$ cat config.mk
export PLATFORM = sky130hd
export DESIGN_NAME = tft_8080_responder
export DESIGN_NICKNAME = d
export VERILOG_FILES = /design/src/rtl/tft_8080_pkg.sv /design/src/rtl/tft_8080_bus_sync.sv /design/src/rtl/tft_8080_responder.sv
export SDC_FILE = /design/constraint.sdc
export NUM_CORES = 1
export LEC_CHECK = 0
export ABC_AREA = 1
export CAP_MARGIN = 10
export CORE_ASPECT_RATIO = 1.1
export CORE_MARGIN = 2
export CORE_UTILIZATION = 55
export DETAILED_ROUTE_END_ITERATION = 8
export GPL_TIMING_DRIVEN = 0
export PLACE_DENSITY = 0.71
export SYNTH_ARGS = -nofsm -noshare
export SYNTH_HDL_FRONTEND = slang
export SYNTH_SLANG_ARGS = --single-unit
export TNS_END_PERCENT = 50
$ cat constraint.sdc
create_clock -name clk -period 4.2 [get_ports clk]
set_input_delay 0.84 -clock clk [delete_from_list [all_inputs] [get_ports clk]]
set_output_delay 0.84 -clock clk [all_outputs]
set_load 0.05 [all_outputs]
$ cat src/rtl/tft_8080_pkg.sv
`default_nettype none
// ============================================================================
// Module   : tft_8080_pkg
// Purpose  : Command codes, TE status bytes and responder state record
// Revision : 1.0
// ============================================================================
package tft_8080_pkg;

    localparam logic [7:0] CMD_NOP        = 8'h00;
    localparam logic [7:0] CMD_SWRESET    = 8'h01;
    localparam logic [7:0] CMD_RDID       = 8'h04;
    localparam logic [7:0] CMD_RDTE       = 8'h0E;
    localparam logic [7:0] CMD_CASET      = 8'h2A;
    localparam logic [7:0] CMD_PASET      = 8'h2B;
    localparam logic [7:0] CMD_RAMWR      = 8'h2C;
    localparam logic [7:0] CMD_TEOFF      = 8'h34;
    localparam logic [7:0] CMD_TEON       = 8'h35;

    localparam logic [7:0] TE_STATUS_HIGH = 8'h80;
    localparam logic [7:0] TE_STATUS_LOW  = 8'h00;

    typedef struct packed {
        logic [7:0]  cmd;
        logic [7:0]  route;
        logic [2:0]  param_cnt;
        logic [1:0]  pix_cnt;
        logic [7:0]  red;
        logic [7:0]  green;
        logic [1:0]  rd_idx;
        logic [15:0] col_start;
        logic [15:0] col_end;
        logic [15:0] page_start;
        logic [15:0] page_end;
        logic [15:0] x;
        logic [15:0] y;
        logic        frame_start;
        logic        te_en;
        logic        te;
        logic        axis_valid;
        logic [23:0] axis_data;
        logic        axis_last;
        logic        axis_user;
        logic        overflow;
        logic [7:0]  rdata;
        logic        oe;
    } resp_state_t;

    function automatic resp_state_t state_reset(input logic [15:0] col_end_def,
                                                input logic [15:0] page_end_def);
        resp_state_t s;
        s          = '0;
        s.col_end  = col_end_def;
        s.page_end = page_end_def;
        return s;
    endfunction

    // An inverted window collapses to a single row/column at its start.
    function automatic logic [15:0] win_end(input logic [15:0] start_v,
                                            input logic [15:0] end_v);
        return (end_v < start_v) ? start_v : end_v;
    endfunction

endpackage
`default_nettype wire

$ cat src/rtl/tft_8080_bus_sync.sv
`default_nettype none
// ============================================================================
// Module   : tft_8080_bus_sync
// Purpose  : 2-FF synchronizers for the 8080 bus pins plus wr/rd edge detect
// Revision : 1.0
// ============================================================================
module tft_8080_bus_sync (
    input  logic       clk,
    input  logic       rst,
    input  logic       i_cs_n,
    input  logic       i_rs,
    input  logic       i_wr_n,
    input  logic       i_rd_n,
    input  logic       i_reset_n,
    input  logic [7:0] i_data,
    output logic       o_write_strobe,
    output logic       o_read_strobe,
    output logic       o_read_active,
    output logic       o_rs,
    output logic       o_reset_n,
    output logic [7:0] o_data
);

    logic [1:0] cs_q;
    logic [1:0] rs_q;
    logic [1:0] wr_q;
    logic [1:0] rd_q;
    logic [1:0] rstn_q;
    logic       wr_prev_q;
    logic       rd_prev_q;
    logic [7:0] data_q;

    always_ff @(posedge clk) begin
        if (rst) begin
            cs_q      <= 2'b11;
            rs_q      <= 2'b00;
            wr_q      <= 2'b11;
            rd_q      <= 2'b11;
            rstn_q    <= 2'b00;
            wr_prev_q <= 1'b1;
            rd_prev_q <= 1'b1;
            data_q    <= 8'h00;
        end else begin
            cs_q      <= {cs_q[0], i_cs_n};
            rs_q      <= {rs_q[0], i_rs};
            wr_q      <= {wr_q[0], i_wr_n};
            rd_q      <= {rd_q[0], i_rd_n};
            rstn_q    <= {rstn_q[0], i_reset_n};
            wr_prev_q <= wr_q[1];
            rd_prev_q <= rd_q[1];
            data_q    <= i_data;
        end
    end

    // A read that starts while wr_n is also low is swallowed by the write.
    assign o_write_strobe = wr_q[1] & ~wr_prev_q & ~cs_q[1];
    assign o_read_strobe  = ~rd_q[1] & rd_prev_q & ~cs_q[1] & wr_q[1];
    assign o_read_active  = ~rd_q[1] & ~cs_q[1];
    assign o_rs           = rs_q[1];
    assign o_reset_n      = rstn_q[1];
    assign o_data         = data_q;

endmodule
`default_nettype wire

$ cat src/rtl/tft_8080_responder.sv
`default_nettype none
// ============================================================================
// Module   : tft_8080_responder
// Purpose  : Panel-side 8080 bus responder: commands, reads, TE, pixel stream
// Revision : 1.0
// ============================================================================
module tft_8080_responder
    import tft_8080_pkg::*;
#(
    parameter int         TE_PERIOD        = 800,
    parameter int         TE_HIGH          = 400,
    parameter logic [7:0] ID_BYTE1         = 8'h01,
    parameter logic [7:0] ID_BYTE2         = 8'h93,
    parameter logic [7:0] ID_BYTE3         = 8'h41,
    parameter int         COL_END_DEFAULT  = 239,
    parameter int         PAGE_END_DEFAULT = 319
) (
    input  logic        clk,
    input  logic        rst,
    input  logic        i_reset_n,
    input  logic        i_cs_n,
    input  logic        i_rs,
    input  logic        i_wr_n,
    input  logic        i_rd_n,
    input  logic [7:0]  i_data,
    output logic [7:0]  o_data,
    output logic        o_data_oe,
    output logic        o_tearing_effect,
    output logic        o_axis_valid,
    input  logic        i_axis_ready,
    output logic [23:0] o_axis_data,
    output logic        o_axis_last,
    output logic        o_axis_user,
    output logic [7:0]  o_cmd,
    output logic        o_te_enable,
    output logic        o_overflow
);

    localparam int TE_W = (TE_PERIOD > 1) ? $clog2(TE_PERIOD) : 1;

    logic        w_wr;
    logic        w_rd;
    logic        w_rd_active;
    logic        w_rs;
    logic        w_rstn;
    logic [7:0]  w_data;
    logic        w_rst;
    logic        w_swreset;
    logic        w_pix_ok;
    logic [15:0] w_col_end;
    logic [15:0] w_page_end;

    resp_state_t      s_q;
    resp_state_t      s_d;
    logic [TE_W-1:0]  te_cnt_q;

    tft_8080_bus_sync u_bus_sync (
        .clk            (clk),
        .rst            (rst),
        .i_cs_n         (i_cs_n),
        .i_rs           (i_rs),
        .i_wr_n         (i_wr_n),
        .i_rd_n         (i_rd_n),
        .i_reset_n      (i_reset_n),
        .i_data         (i_data),
        .o_write_strobe (w_wr),
        .o_read_strobe  (w_rd),
        .o_read_active  (w_rd_active),
        .o_rs           (w_rs),
        .o_reset_n      (w_rstn),
        .o_data         (w_data)
    );

    assign w_rst      = rst | ~w_rstn;
    assign w_swreset  = w_wr & ~w_rs & (w_data == CMD_SWRESET);
    assign w_pix_ok   = ~(s_q.axis_valid & ~i_axis_ready);
    assign w_col_end  = win_end(s_q.col_start, s_q.col_end);
    assign w_page_end = win_end(s_q.page_start, s_q.page_end);

    always_comb begin
        s_d    = s_q;
        s_d.te = s_q.te_en && (te_cnt_q < TE_W'(TE_HIGH));
        if (s_q.axis_valid && i_axis_ready) s_d.axis_valid = 1'b0;
        if (!w_rd_active)                   s_d.oe         = 1'b0;

        if (w_wr && !w_rs) begin
            s_d.cmd       = w_data;
            // NOP only flushes counters; an ongoing memory write keeps its routing.
            if (w_data != CMD_NOP) s_d.route = w_data;
            s_d.param_cnt = '0;
            s_d.pix_cnt   = '0;
            s_d.rd_idx    = '0;
            case (w_data)
                CMD_TEOFF: s_d.te_en = 1'b0;
                CMD_TEON:  s_d.te_en = 1'b1;
                CMD_RAMWR: begin
                    s_d.x           = s_q.col_start;
                    s_d.y           = s_q.page_start;
                    s_d.frame_start = 1'b1;
                end
                default: ;
            endcase
        end else if (w_wr) begin
            if (s_q.param_cnt != 3'd4) s_d.param_cnt = s_q.param_cnt + 3'd1;
            case (s_q.route)
                CMD_CASET: begin
                    case (s_q.param_cnt)
                        3'd0:    s_d.col_start[15:8] = w_data;
                        3'd1:    s_d.col_start[7:0]  = w_data;
                        3'd2:    s_d.col_end[15:8]   = w_data;
                        3'd3:    s_d.col_end[7:0]    = w_data;
                        default: ;
                    endcase
                end
                CMD_PASET: begin
                    case (s_q.param_cnt)
                        3'd0:    s_d.page_start[15:8] = w_data;
                        3'd1:    s_d.page_start[7:0]  = w_data;
                        3'd2:    s_d.page_end[15:8]   = w_data;
                        3'd3:    s_d.page_end[7:0]    = w_data;
                        default: ;
                    endcase
                end
                CMD_RAMWR: begin
                    case (s_q.pix_cnt)
                        2'd0: begin
                            s_d.red     = w_data;
                            s_d.pix_cnt = 2'd1;
                        end
                        2'd1: begin
                            s_d.green   = w_data;
                            s_d.pix_cnt = 2'd2;
                        end
                        default: begin
                            s_d.pix_cnt = 2'd0;
                            if (w_pix_ok) begin
                                s_d.axis_valid = 1'b1;
                                s_d.axis_data  = {s_q.red, s_q.green, w_data};
                                s_d.axis_user  = s_q.frame_start;
                                s_d.axis_last  = (s_q.x >= w_col_end);
                            end else begin
                                s_d.overflow = 1'b1;
                            end
                            s_d.frame_start = 1'b0;
                            if (s_q.x >= w_col_end) begin
                                s_d.x = s_q.col_start;
                                if (s_q.y >= w_page_end) begin
                                    s_d.y           = s_q.page_start;
                                    s_d.frame_start = 1'b1;
                                end else begin
                                    s_d.y = s_q.y + 16'd1;
                                end
                            end else begin
                                s_d.x = s_q.x + 16'd1;
                            end
                        end
                    endcase
                end
                default: ;
            endcase
        end

        if (w_rd) begin
            s_d.oe    = 1'b1;
            s_d.rdata = 8'h00;
            if (s_q.route == CMD_RDID) begin
                case (s_q.rd_idx)
                    2'd0:    s_d.rdata = ID_BYTE1;
                    2'd1:    s_d.rdata = ID_BYTE2;
                    2'd2:    s_d.rdata = ID_BYTE3;
                    default: s_d.rdata = 8'h00;
                endcase
                if (s_q.rd_idx != 2'd3) s_d.rd_idx = s_q.rd_idx + 2'd1;
            end else if (s_q.route == CMD_RDTE) begin
                s_d.rdata = s_q.te ? TE_STATUS_HIGH : TE_STATUS_LOW;
            end
        end

        if (w_swreset) begin
            s_d          = state_reset(16'(COL_END_DEFAULT), 16'(PAGE_END_DEFAULT));
            s_d.overflow = s_q.overflow;
        end
    end

    always_ff @(posedge clk) begin
        if (w_rst) begin
            s_q <= state_reset(16'(COL_END_DEFAULT), 16'(PAGE_END_DEFAULT));
        end else begin
            s_q <= s_d;
        end
    end

    always_ff @(posedge clk) begin
        if (w_rst || w_swreset) begin
            te_cnt_q <= '0;
        end else if (te_cnt_q == TE_W'(TE_PERIOD - 1)) begin
            te_cnt_q <= '0;
        end else begin
            te_cnt_q <= te_cnt_q + 1'b1;
        end
    end

    assign o_data           = s_q.rdata;
    assign o_data_oe        = s_q.oe;
    assign o_tearing_effect = s_q.te;
    assign o_axis_valid     = s_q.axis_valid;
    assign o_axis_data      = s_q.axis_data;
    assign o_axis_last      = s_q.axis_last;
    assign o_axis_user      = s_q.axis_user;
    assign o_cmd            = s_q.cmd;
    assign o_te_enable      = s_q.te_en;
    assign o_overflow       = s_q.overflow;

endmodule
`default_nettype wire

Word level (Yosys, flattened, before mapping)
Cells that the tools add are included.
{"block": "word_totals", "register_bits": 205}
{"block": "classes", "n_addsub": 5, "n_lt_le_gt_ge": 5, "n_eq_ne": 21, "muxes": 30, "n_bitwise": 20, "n_reduce_logical": 35}
{"op": "2-to-1 mux 33 bit", "n": 5}
{"op": "2-to-1 mux 28 bit", "n": 4}
{"op": "2-to-1 mux 16 bit", "n": 4}
{"op": "equality test 8 x 6 -> 1 bit, second input constant", "n": 6}
{"op": "AND reduction 4 bit", "n": 11}
{"op": "adder 16 x 1 -> 16 bit, second input constant", "n": 2}
{"op": "greater-or-equal comparator 16 bit", "n": 2}
{"op": "less-than comparator 16 bit", "n": 2}
{"op": "2-to-1 mux 27 bit", "n": 1}
{"op": "2-to-1 mux 8 bit", "n": 3}
{"op": "case mux 8 bit (3 select lines)", "n": 1}
{"op": "2-to-1 mux 17 bit", "n": 1}
{"op": "adder 10 x 1 -> 10 bit, second input constant", "n": 1}
{"op": "equality test 10 bit, second input constant", "n": 1}
{"op": "less-than comparator 10 x 9 -> 1 bit, second input constant", "n": 1}
{"op": "NOT 1 bit", "n": 10}
{"op": "AND reduction 5 bit", "n": 2}
{"op": "bitwise AND 1 bit", "n": 9}
{"op": "equality test 8 x 1 -> 1 bit, second input constant", "n": 1}
{"op": "equality test 8 x 3 -> 1 bit, second input constant", "n": 1}
{"op": "equality test 8 x 4 -> 1 bit, second input constant", "n": 1}
{"op": "2-to-1 mux 2 bit", "n": 4}
{"op": "AND reduction 2 bit", "n": 4}
{"op": "nonzero test 2 bit", "n": 4}
{"op": "other kinds (22)", "n": 35}

Logic depth before layout (Yosys ltp)
{"block": "depth", "word_depth": 9, "mapped_depth": 27}

Modules after synthesis
A second synthesis with hierarchy kept.
{"block": "hier_totals", "hier_cells": 1509, "area_unflattened_um2": 10869.2}
{"module": "tft_8080_responder", "instances": 1, "cells_per_inst": 1447, "area_per_inst_um2": 10282.4}
{"module": "tft_8080_bus_sync", "instances": 1, "cells_per_inst": 62, "area_per_inst_um2": 586.8}

Worst setup path before layout
No wires, ideal clock.
{"block": "synth_path", "kind": "reg2reg", "from": "reg s_q[99] (netlist name)", "to": "reg s_q[51] (netlist name)", "t_arrival_ps": 3001, "setup_slack_ps": 1082, "stages_incl_launch_ff": 22, "path_cell_list": "dfxtp_1 inv_1 ha_1 nand2_1 o21a_1 o221a_2 nand2_1 clkbuf_1 nand2_1 o21ai_0 ha_1 nand2_1 inv_1 o21bai_1 a21oi_1 nor2_2 nand2_2 buf_6 nand2_1 nand2_1 a21oi_1 nor2_1"}
{"block": "synth_between", "elab_chain_len": 9, "elab_cells_between_ends": 10, "classes_between": "2 x order compare; 8 x mux"}
{"item": "start, declared", "line": "tft_8080_responder.sv:53", "rtl": "resp_state_t s_q;"}
{"item": "start signal, assigned", "line": "tft_8080_responder.sv:187", "rtl": "s_q <= state_reset(16'(COL_END_DEFAULT), 16'(PAGE_END_DEFAULT));"}
{"item": "less-than comparator 16 bit", "line": "tft_8080_pkg.sv:60", "rtl": "return (end_v < start_v) ? start_v : end_v;"}
{"item": "2-to-1 mux 16 bit", "line": "tft_8080_pkg.sv:60"}
{"item": "greater-or-equal comparator 16 bit", "line": "tft_8080_responder.sv:147", "rtl": "if (s_q.y >= w_page_end) begin"}
{"item": "2-to-1 mux 16 bit", "line": "tft_8080_responder.sv:147"}
{"item": "2-to-1 mux 17 bit", "line": "tft_8080_responder.sv:145", "rtl": "if (s_q.x >= w_col_end) begin"}
{"item": "2-to-1 mux 33 bit", "line": "tft_8080_responder.sv:125", "rtl": "case (s_q.pix_cnt)"}
{"item": "2-to-1 mux 33 bit", "line": "tft_8080_responder.sv:105", "rtl": "case (s_q.route)"}
{"item": "2-to-1 mux 33 bit", "line": "tft_8080_responder.sv:103", "rtl": "end else if (w_wr) begin"}
{"item": "2-to-1 mux 33 bit (*)", "line": "tft_8080_responder.sv:86", "rtl": "if (w_wr && !w_rs) begin"}
Mark *: on every way between the ends. The rest lies on a longest branch, timed or not. The select of a mux whose other input is x is not followed.
A chain may end at the register's enable or synchronous reset.

Worst setup path after layout
{"block": "layout_path", "from": "reg s_q[102] (netlist name)", "to": "reg s_q[51] (netlist name)"}
{"block": "layout_between", "elab_chain_len": 9}
{"item": "less-than comparator 16 bit", "line": "tft_8080_pkg.sv:60"}
{"item": "2-to-1 mux 16 bit (*)", "line": "tft_8080_pkg.sv:60"}
{"item": "greater-or-equal comparator 16 bit (*)", "line": "tft_8080_responder.sv:147"}
{"item": "2-to-1 mux 16 bit (*)", "line": "tft_8080_responder.sv:147"}
{"item": "2-to-1 mux 17 bit (*)", "line": "tft_8080_responder.sv:145"}
{"item": "2-to-1 mux 33 bit (*)", "line": "tft_8080_responder.sv:125"}
{"item": "2-to-1 mux 33 bit (*)", "line": "tft_8080_responder.sv:105"}
{"item": "2-to-1 mux 33 bit (*)", "line": "tft_8080_responder.sv:103"}
{"item": "2-to-1 mux 33 bit (*)", "line": "tft_8080_responder.sv:86"}
Marks and branches as above.

==> flow_metrics.py <==
metrics = {
    "synthesis": {
        "ys.warnings.count": 0,
        "syn-cell-area_mm2": 0.0109,
        "synth_ff_type": "sky130_fd_sc_hd__dfxtp_1",
        "yosys.cell_types.count": 50,
        "ys_async_sr_fraction": 0,
        "synthMuxAreaShare": 0,
        "yosys.area.top_type": "sky130_fd_sc_hd__dfxtp_1",
        "synth-compound-area-share": 0.170,
        "synth_enable_flop_cells": 0,
        "synth.ff_latch_count": 201,
        "post_synth_fa_ha_maj_area_fraction": 0.0853,
        "synth_top_cells_by_area": "sky130_fd_sc_hd__dfxtp_1, sky130_fd_sc_hd__nand2_1, sky130_fd_sc_hd__ha_1",
        "ys_seq_area_frac": 0.371,
        "yosys.area_share.simple": 0.235,
        "netlist.area_leader.share": 0.371,
        "main_combinational_cell_family_by_area_after_synthesis": "simple AND/OR/NAND/NOR gates",
        "synth_xor_xnor_area_share": 0.0121,
        "synthCells": 1462,
        "synthesized_area_divided_by_synthesized_cell_count_um2": 7.43,
    },
    "critical_path": {
        "worstPathRequired_ns": 4.59,
        "end_kind": "register",
        "critical_path.startpoint_type": "register",
        "max_fo_critical_path": 10,
        "worst_ep_arrival_time_ns": 4.26,
        "timing_worst_setup_path_type": "reg2reg",
    },
    "sta": {
        "timing.fmax_mhz": 258,
        "timing_max_transition_violations_final": 0,
        "grt_setup_unrepaired": "true",
        "clock_skew_ns": 0.0221,
        "finalWorstPathRequiredPeriod_ns": 3.87,
        "worst_slew_margin_rel": 0.296,
        "portion_of_the_clock_cycle_consumed_by_the_worst_path_in_the_final_layout": 0.922,
        "hold_viol_final": 0,
        "report.final.setup_viol": 0,
        "worst_slew_pin_slew_ns": 1.04,
        "hold_slack_ns": 0.395,
    },
    "finish": {
        "multi_input_area_mm2": 0.00549,
        "mostFrequentLayoutCell": "sky130_fd_sc_hd__nand2_1",
        "sequential_cell_area_mm2": 0.00402,
        "insertedDiodeCount": 0,
        "drive_above_1_share": 0.120,
        "finish.utilization": 0.654,
        "number_of_fill_cells_in_the_layout": 1747,
        "final_cell_mix": "sky130_fd_sc_hd__nand2_1, sky130_fd_sc_hd__dfxtp_1, sky130_fd_sc_hd__inv_1",
        "areaGrowthSynthToFinish_pct": 15.8,
        "cell_area_after_layout_mm2": 0.0126,
        "final_net_count": 1637,
    },
    "placement": {
        "detailedPlacementHpwl_um": 21900,
        "finalWeightedCongestion": 0.899,
        "dpl-instance-area_mm2": 0.0118,
        "place.port_buffers": 58,
    },
    "floorplanning": {
        "initial_utilization": 0.565,
        "ios": 63,
        "area_of_the_core_region_mm2": 0.0192,
        "die_span_in_x_um": 138,
        "dieHeight_um": 151,
        "die_area_mm2": 0.0209,
        "num_rows": 53,
    },
    "grt": {
        "vias_in_the_first_global_route": 9098,
        "grt_antenna_before_repair": 0,
        "grt_util_all_layers": 0.289,
        "grt_pass1_wl_um": 47000,
        "gr-total-overflow": 0,
        "grt_max_degree": 15,
    },
    "detailed_routing": {
        "drc": 0,
        "wl_per_cell_um": 16.3,
        "avgViaCountPerCell": 5.41,
        "dr.first_iter.drc_count": 617,
        "drt-total-wl_um": 29500,
        "drt_pre_antenna_iters": 5,
        "dr_total_vias": 9793,
        "drtAntennaViolNets": 0,
    },
    "power_and_ir_drop": {
        "power.static_leakage_nw": 5.33,
        "irDropWorstVdd_mv": 0.306,
        "power-per-cell-area_mw_per_mm2": 327,
    },
    "clock_tree": {
        "cts.clk_slew.worst_paths_ns": 0.06,
        "htreeDepth": 1,
        "clock_latency_ns": 0.52,
        "cts.path.max_buffers": 3,
        "numClockSinks": 201,
        "tritoncts": "built",
        "cts_hold_buf": 0,
        "buffer_count_from_post_cts_setup_fixing": 0,
        "cts-root-buf": "sky130_fd_sc_hd__clkbuf_16",
        "cts_buffers": 23,
    },
    "job": {
        "maximum_capacitance_violations": 0,
    },
    "outcome": {
        "outcome": "complete, no violations",
    },
    "min_path": {
        "holdCritPathClass": "reg2reg",
    },
}
[sequential cells by signal (all words and copies together) (netlist names), 4 cells and up]
name and flops:
o_cmd 8, s_q 128, u_bus_sync.o_data 8, o_axis_data 24, o_data 4, te_cnt_q 10
[synthesized netlist by cell type, types with 5 or more instances]
cell	number
sky130_fd_sc_hd__o21ai_0	113
sky130_fd_sc_hd__dfxtp_1	201
sky130_fd_sc_hd__ha_1	74
sky130_fd_sc_hd__a21oi_1	137
sky130_fd_sc_hd__buf_2	24
sky130_fd_sc_hd__o21ai_1	13
sky130_fd_sc_hd__nor2_1	135
sky130_fd_sc_hd__clkbuf_1	15
sky130_fd_sc_hd__o211ai_1	15
sky130_fd_sc_hd__inv_2	8
sky130_fd_sc_hd__a211oi_1	26
sky130_fd_sc_hd__xor2_1	13
sky130_fd_sc_hd__buf_6	11
sky130_fd_sc_hd__or2_2	8
sky130_fd_sc_hd__nand4_1	21
sky130_fd_sc_hd__buf_4	46
sky130_fd_sc_hd__nand2_1	270
sky130_fd_sc_hd__inv_1	178
sky130_fd_sc_hd__nand3_1	69
sky130_fd_sc_hd__nor3_1	19
sky130_fd_sc_hd__a211oi_2	6
sky130_fd_sc_hd__nor2_8	5
[cell type report]
cell class | count | share of cell area
clock buffer | 28 | 0.0504
tap | 247 | 0.0246
sequential | 201 | 0.320
buffer | 97 | 0.0520
inverter | 189 | 0.0572
timing repair buffer | 58 | 0.0462
clock inverter | 13 | 0.0130
multi-input combinational | 977 | 0.437
[metrics by stage]
stage	worst slack, ns	total power, mW	TNS, ns	instances
floorplan	1.08	2.02	0	1464
global placement	0.171	2.06	0	1769
detailed placement	0.175	2.06	0	1769
CTS	0.119	4.13	0	1810
global route	-0.0169	4.23	-0.0221	1810
finish	0.327	4.12	0	1810
[layer usage]
layer | GRT usage | wire length [µm]
met1 | 0.380 | 13000
met2 | 0.483 | 13800
met3 | 0.0382 | 1710
met4 | 0.106 | 965
met5 | 0 | 0
[cells by family (layout without fill, tap and decap cells)]
family / Yosys count / after routing
AND/OR/NAND/NOR: 560 / 560
AO/OA/AOI/OAI: 325 / 325
buffers and inverters: 286 / 385
flip-flops: 201 / 201
adder cells (fa/ha/maj): 74 / 74
XOR/XNOR: 15 / 15
other: 1 / 3
[path summary, 6_finish.rpt]
path / end / slack (ns) / startpoint / cells past startpoint
setup / recovery: s_q[51]$_SDFFE_PP0P_ / 0.33 / s_q[102]$_SDFFE_PP0P_ / 20
hold / removal: u_bus_sync.rstn_q[1]$_SDFF_PP0_ / 0.40 / u_bus_sync.rstn_q[0]$_SDFF_PP0_ / 2
setup reg to reg: s_q[51]$_SDFFE_PP0P_ / 0.33 / s_q[102]$_SDFFE_PP0P_ / 20
hold reg to reg: u_bus_sync.rstn_q[1]$_SDFF_PP0_ / 0.40 / u_bus_sync.rstn_q[0]$_SDFF_PP0_ / 2
[where the power goes]
part | switching, mW | internal, mW
Clock | 0.828 | 1.27
Sequential | 0.0141 | 1.92
Combinational | 0.0623 | 0.0280
[worst max-delay path, cell delays in order (launching register included)]
cell and delay [ns]:
sky130_fd_sc_hd__dfxtp_1 0.50, sky130_fd_sc_hd__inv_1 0.08, sky130_fd_sc_hd__ha_1 0.30, sky130_fd_sc_hd__nand4_1 0.12, sky130_fd_sc_hd__nor3_1 0.24, sky130_fd_sc_hd__o21ai_0 0.13
sky130_fd_sc_hd__nand2_1 0.17, sky130_fd_sc_hd__buf_1 0.38, sky130_fd_sc_hd__nand2_1 0.09, sky130_fd_sc_hd__o21ai_0 0.11, sky130_fd_sc_hd__ha_1 0.27, sky130_fd_sc_hd__a21oi_1 0.15
sky130_fd_sc_hd__o21a_1 0.13, sky130_fd_sc_hd__nand2_1 0.05, sky130_fd_sc_hd__nand2_1 0.32, sky130_fd_sc_hd__nand2_4 0.19, sky130_fd_sc_hd__buf_6 0.20, sky130_fd_sc_hd__nand2_1 0.06
sky130_fd_sc_hd__nand2_1 0.05, sky130_fd_sc_hd__a21oi_1 0.15, sky130_fd_sc_hd__nor2_1 0.06
[timing repair]
| action | in CTS | in global routing |
|---|---|---|
| setup endpoints to repair | 0 | 31 |
| resized for setup | 0 | 10 |
| endpoints found under the hold margin | 0 | 0 |
No activity file was read; power rests on OpenSTA's default activity.
